<file path="src/rtl/sm_run_ctrl.sv">
// Run/step/halt controller for the stack machine phase sequencer.
// Issues launches in free-run or single-step, stops on request, HALT or breakpoint, and counts retired instructions.
module sm_run_ctrl #(
  parameter int PC_W  = 16,
  parameter int CNT_W = 16
) (
  input  logic             clk,
  input  logic             rst_n,
  input  logic             start_req,
  input  logic             step_req,
  input  logic             stop_req,
  input  logic             cnt_clr,
  input  logic             brk_en,
  input  logic [PC_W-1:0]  brk_addr,
  input  logic [PC_W-1:0]  pc,
  input  logic             halt_insn,
  input  logic             s00_idle,
  input  logic             s03_exec,
  input  logic             s04_wtbk,
  output logic             run,
  output logic             running,
  output logic [1:0]       stop_cause,
  output logic [CNT_W-1:0] insn_cnt,
  output logic             cnt_ovf
);

  typedef enum logic [1:0] {
    ST_STOP  = 2'd0,
    ST_RUN   = 2'd1,
    ST_STEP  = 2'd2,
    ST_STEPW = 2'd3
  } state_t;

  localparam logic [1:0] CAUSE_NONE = 2'b00;
  localparam logic [1:0] CAUSE_STOP = 2'b01;
  localparam logic [1:0] CAUSE_HALT = 2'b10;
  localparam logic [1:0] CAUSE_BRK  = 2'b11;
  localparam logic [CNT_W-1:0] CNT_ONE = {{(CNT_W-1){1'b0}}, 1'b1};

  state_t     state_q, state_d;
  logic       stop_pend_q, stop_pend_d;
  logic       halt_seen_q, halt_seen_d;
  logic       skip_brk_q, skip_brk_d;
  logic [1:0] cause_q, cause_d;
  logic       brk_hit;
  logic       retire;

  always_comb begin
    // NOTE: every always_comb output gets a default before any branch, so no path can infer a latch.
    state_d     = state_q;
    stop_pend_d = stop_pend_q;
    halt_seen_d = halt_seen_q;
    skip_brk_d  = skip_brk_q;
    cause_d     = cause_q;

    brk_hit = brk_en & ~skip_brk_q & (pc == brk_addr);
    run     = s00_idle & (((state_q == ST_RUN) & ~stop_req & ~brk_hit) | (state_q == ST_STEP));
    retire  = s04_wtbk & ((state_q == ST_RUN) | (state_q == ST_STEPW));

    // Resuming at a breakpoint address must execute that instruction once.
    if (run) skip_brk_d = 1'b0;

    unique case (state_q)
      ST_STOP: begin
        if (start_req) begin
          state_d    = ST_RUN;
          skip_brk_d = 1'b1;
        end else if (step_req) begin
          state_d = ST_STEP;
        end
      end
      ST_RUN: begin
        if (halt_insn & s03_exec) halt_seen_d = 1'b1;
        if (s04_wtbk) begin
          stop_pend_d = 1'b0;
          halt_seen_d = 1'b0;
          if (halt_seen_q) begin
            state_d = ST_STOP;
            cause_d = CAUSE_HALT;
          end else if (stop_pend_q | stop_req) begin
            state_d = ST_STOP;
            cause_d = CAUSE_STOP;
          end
        end else if (s00_idle) begin
          if (stop_req) begin
            state_d = ST_STOP;
            cause_d = CAUSE_STOP;
          end else if (brk_hit) begin
            state_d = ST_STOP;
            cause_d = CAUSE_BRK;
          end
        end else if (stop_req) begin
          stop_pend_d = 1'b1;
        end
      end
      ST_STEP: begin
        if (s00_idle) begin
          state_d = ST_STEPW;
        end else if (stop_req) begin
          state_d = ST_STOP;
          cause_d = CAUSE_STOP;
        end
      end
      ST_STEPW: begin
        if (halt_insn & s03_exec) halt_seen_d = 1'b1;
        if (s04_wtbk) begin
          state_d     = ST_STOP;
          cause_d     = halt_seen_q ? CAUSE_HALT : CAUSE_NONE;
          halt_seen_d = 1'b0;
        end
      end
    endcase
  end

  // NOTE: sequential state uses non-blocking assignments so all registers update from pre-edge values.
  always_ff @(posedge clk or negedge rst_n) begin
    if (!rst_n) begin
      state_q     <= ST_STOP;
      stop_pend_q <= 1'b0;
      halt_seen_q <= 1'b0;
      skip_brk_q  <= 1'b0;
      cause_q     <= CAUSE_NONE;
    end else begin
      state_q     <= state_d;
      stop_pend_q <= stop_pend_d;
      halt_seen_q <= halt_seen_d;
      skip_brk_q  <= skip_brk_d;
      cause_q     <= cause_d;
    end
  end

  // Clear wins over a same-cycle retire; overflow is sticky until cleared.
  always_ff @(posedge clk or negedge rst_n) begin
    if (!rst_n) begin
      insn_cnt <= '0;
      cnt_ovf  <= 1'b0;
    end else if (cnt_clr) begin
      insn_cnt <= '0;
      cnt_ovf  <= 1'b0;
    end else if (retire) begin
      insn_cnt <= insn_cnt + CNT_ONE;
      if (insn_cnt == '1) cnt_ovf <= 1'b1;
    end
  end

  assign running    = (state_q != ST_STOP);
  assign stop_cause = cause_q;

endmodule

</file>
<file path="config.mk">
export PLATFORM = sky130hd
export DESIGN_NAME = sm_run_ctrl
export DESIGN_NICKNAME = d
export VERILOG_FILES = /design/src/rtl/sm_run_ctrl.sv
export SDC_FILE = /design/constraint.sdc
export NUM_CORES = 1
export LEC_CHECK = 0
export ABC_AREA = 1
export CAP_MARGIN = 20
export CORE_MARGIN = 3
export CORE_UTILIZATION = 44
export DETAILED_ROUTE_END_ITERATION = 10
export PLACE_DENSITY = 0.8
export SLEW_MARGIN = 5
export SYNTH_ARGS = -nofsm -noshare
export SYNTH_HDL_FRONTEND = slang
export SYNTH_SLANG_ARGS = --single-unit
export TNS_END_PERCENT = 20
</file>
<file path="constraint.sdc">
create_clock -name clk -period 1.7 [get_ports clk]
set_input_delay 0.34 -clock clk [delete_from_list [all_inputs] [get_ports clk]]
set_output_delay 0.34 -clock clk [all_outputs]
set_load 0.005 [all_outputs]
</file>
==> metrics <==
status complete, no violations; global-route wire length before repair 7.01 mm; buffers plus inverters on the worst setup path 2; kind of critical path flop to primary output; placed insts 383; worst skew pair latency ~260 ps; Tcrit/Tclk final 96.0%; critical path depth 6; fin worst setup slack 67.5 ps; initial antenna violation count 0; sequential area share after synthesis 35.4%; Synth Warn # 0; worst r2r src insn_cnt[0]$_DFFE_PN0P_; r2r endpoint insn_cnt[14]$_DFFE_PN0P_; worst-path cell chain buf_6, nor2_4, nand2_2, nand3b_1, nand2_1, buf_2; crit path DAT 1290 ps; flop2flop setup slack 150 ps; DR vias/cell 4.67; endpoints failing hold 0; Final setup viols 0; HP Class input pin to asynchronous set/reset pin; Tot Pwr 2.11 mW; Top Family by Delay on Critical Path flip-flops; Mapped Cells 252; Leakage Power 1.33 nW; Avg Inst Size Synth 6.73 sq um; top-level port count 64; critical path's slowest cell dfrtp_1; # diodes 0; layout cells sized above 1 25.9%; Final ANT Viol Nets 0; Die Wd 68.1 microns; Rel. slew slack 77.3%; Mapped Nets 296; initial drt markers 91; Final Slew Violations 0; RSZ-0062 raised after global routing yes; Final Skew roughly 0.69 ps; DR pass1 iterations 4; Yosys reg bits 24; Initial Util around half; final hold slack 423 ps; clk sink count 24; Max IR drop VDD between 0.7 and 0.8 mV; fmax roughly 610 MHz; DP Worst Slack -607 ps; Largest stage delay, worst path 400 ps; vias in the first global route 1631; critical path launch point type flop; kind of end point of the critical path primary output; Port-buffer cells 63; largest net degree at the start of global routing 25; CP required roughly 1400 ps; GRT Resource Usage Total between 10% and 20%; Netlist cell types 32; Worst Path Max Fanout 2; Longest Clk Path Bufs 2; Residual DRC 0; Final Non-Filler Cells 389; HPWL after DPL 3.50 mm; grt total ovfl 0; Clock Pin Slew Worst Setup and Hold Paths 80 ps; Least-Margin Pin Slew between 300 and 400 ps; via count 1817; H-tree depth 1; NumNets Final 388; Rows 21; Die H a little under 70 microns; area delta synth->final 45.8%; root buf cell clkbuf_8; Reg2Reg Depth 9; Pwr per Cell Area 853 nW/um^2; synthesized cell area 1700 sq um; CTS buffer count 3; Post-Route WL 4.30 mm; Core ar. 3520 sq um; routability cong. approximately 0.85; CTS tree built; Die Area about 4600 sq um; most frequent cells in the layout nand2_1 (58), inv_1 (47), nor2_1 (33); leading cell type in the layout, fill and taps excluded nand2_1; MaxCap Viol Count 0; DR WL/cell roughly 11 microns; Tmin final 1630 ps
==> routing by layer <==
layer  routed length (microns)  GRT usage [%]
met5                         0              0
met1                      1970           25.8
met3                       241           3.94
met4                        24           4.96
met2                      2070           33.8
==> flip-flops by register name (all words and copies together) (netlist names) <==
signal and cells:
halt_seen_q 1, stop_cause 2, state_q 2, skip_brk_q 1, cnt_ovf 1, insn_cnt 16, stop_pend_q 1
==> cell families after synthesis <==
| group | synth area share [%] |
|---|---|
| flip-flops | 35.4 |
| buffers and inverters | 12.2 |
| XOR/XNOR | 1.03 |
| adder cells (fa/ha/maj) | 0.737 |
| AO/OA/AOI/OAI | 12.8 |
| AND/OR/NAND/NOR | 37.8 |
==> timing repair <==
item | 4_1_cts | 5_1_grt
cloned | 0 | 0
pin swaps | 14 | 35
endpoints found under the setup margin | 5 | 3
setup buffers | 2 | 0
gates resized for setup | 40 | 69
hold buffers | 0 | 0
==> metrics by stage <==
step           setup TNS (ps)  instance area (sq um)  util (%)
2_1_floorplan               0                   1700         -
3_3_place_gp            -1880                   2550      72.5
3_5_place_dp            -2200                   2550      72.5
4_1_cts                 -49.0                   2580      73.2
5_1_grt                 -24.4                   2470      70.3
6_report                    0                   2470      70.3
==> area by class of cell <==
type	count	area, sq um
clock buffers	4	55.1
fillers	339	1050
inverters	52	195
multi-input cells	174	901
flip-flops and latches	24	602
well taps	46	57.6
repair buffers	89	663
==> power by group <==
| group | internal (mW) | total [mW] | switching (mW) | leakage [nW] |
|---|---|---|---|---|
| Sequential | 0.670 | 0.754 | 0.0847 | 0.319 |
| Clock | 0.207 | 0.383 | 0.177 | 0.0288 |
| Combinational | 0.503 | 0.971 | 0.468 | 0.978 |
==> synth_stat cells <==
library cell / count / share of area, %
o21ai_0: 11 / 3.2
nor2_1: 36 / 8.0
nand3b_1: 1 / 0.44
nor4_2: 2 / 1.5
a211oi_1: 2 / 0.88
xor2_1: 1 / 0.52
nor4_4: 1 / 1.3
ha_1: 1 / 0.74
o31ai_1: 1 / 0.44
o21a_1: 2 / 0.88
a31oi_1: 2 / 0.74
nand4_1: 7 / 2.6
inv_1: 49 / 11
nor3_1: 3 / 0.88
a21oi_2: 1 / 0.52
or2_2: 1 / 0.37
nand2_1: 58 / 13
nor3_2: 1 / 0.59
inv_2: 2 / 0.44
nor2_4: 4 / 2.7
buf_4: 1 / 0.44
dfrtp_1: 24 / 35
nand3_2: 4 / 2.4
xnor2_1: 1 / 0.52
o21ai_1: 1 / 0.29
o32ai_1: 1 / 0.52
nor2_2: 1 / 0.37
a21oi_1: 18 / 5.3
nand2_2: 2 / 0.74
nand3_1: 11 / 3.2
clkinv_1: 1 / 0.22
clkbuf_2: 1 / 0.29
==> worst max path at each step <==
stage	start	end	slack [ps]
6_report	state_q[1]$_DFFE_PN0P_	run	70
2_1_floorplan	insn_cnt[0]$_DFFE_PN0P_	insn_cnt[14]$_DFFE_PN0P_	320
3_3_place_gp	brk_addr[12]	run	-570
3_5_place_dp	brk_addr[12]	run	-610
5_1_grt	state_q[1]$_DFFE_PN0P_	run	-20
4_1_cts	pc[8]	run	-50
Power figures use the tool's default switching activity.
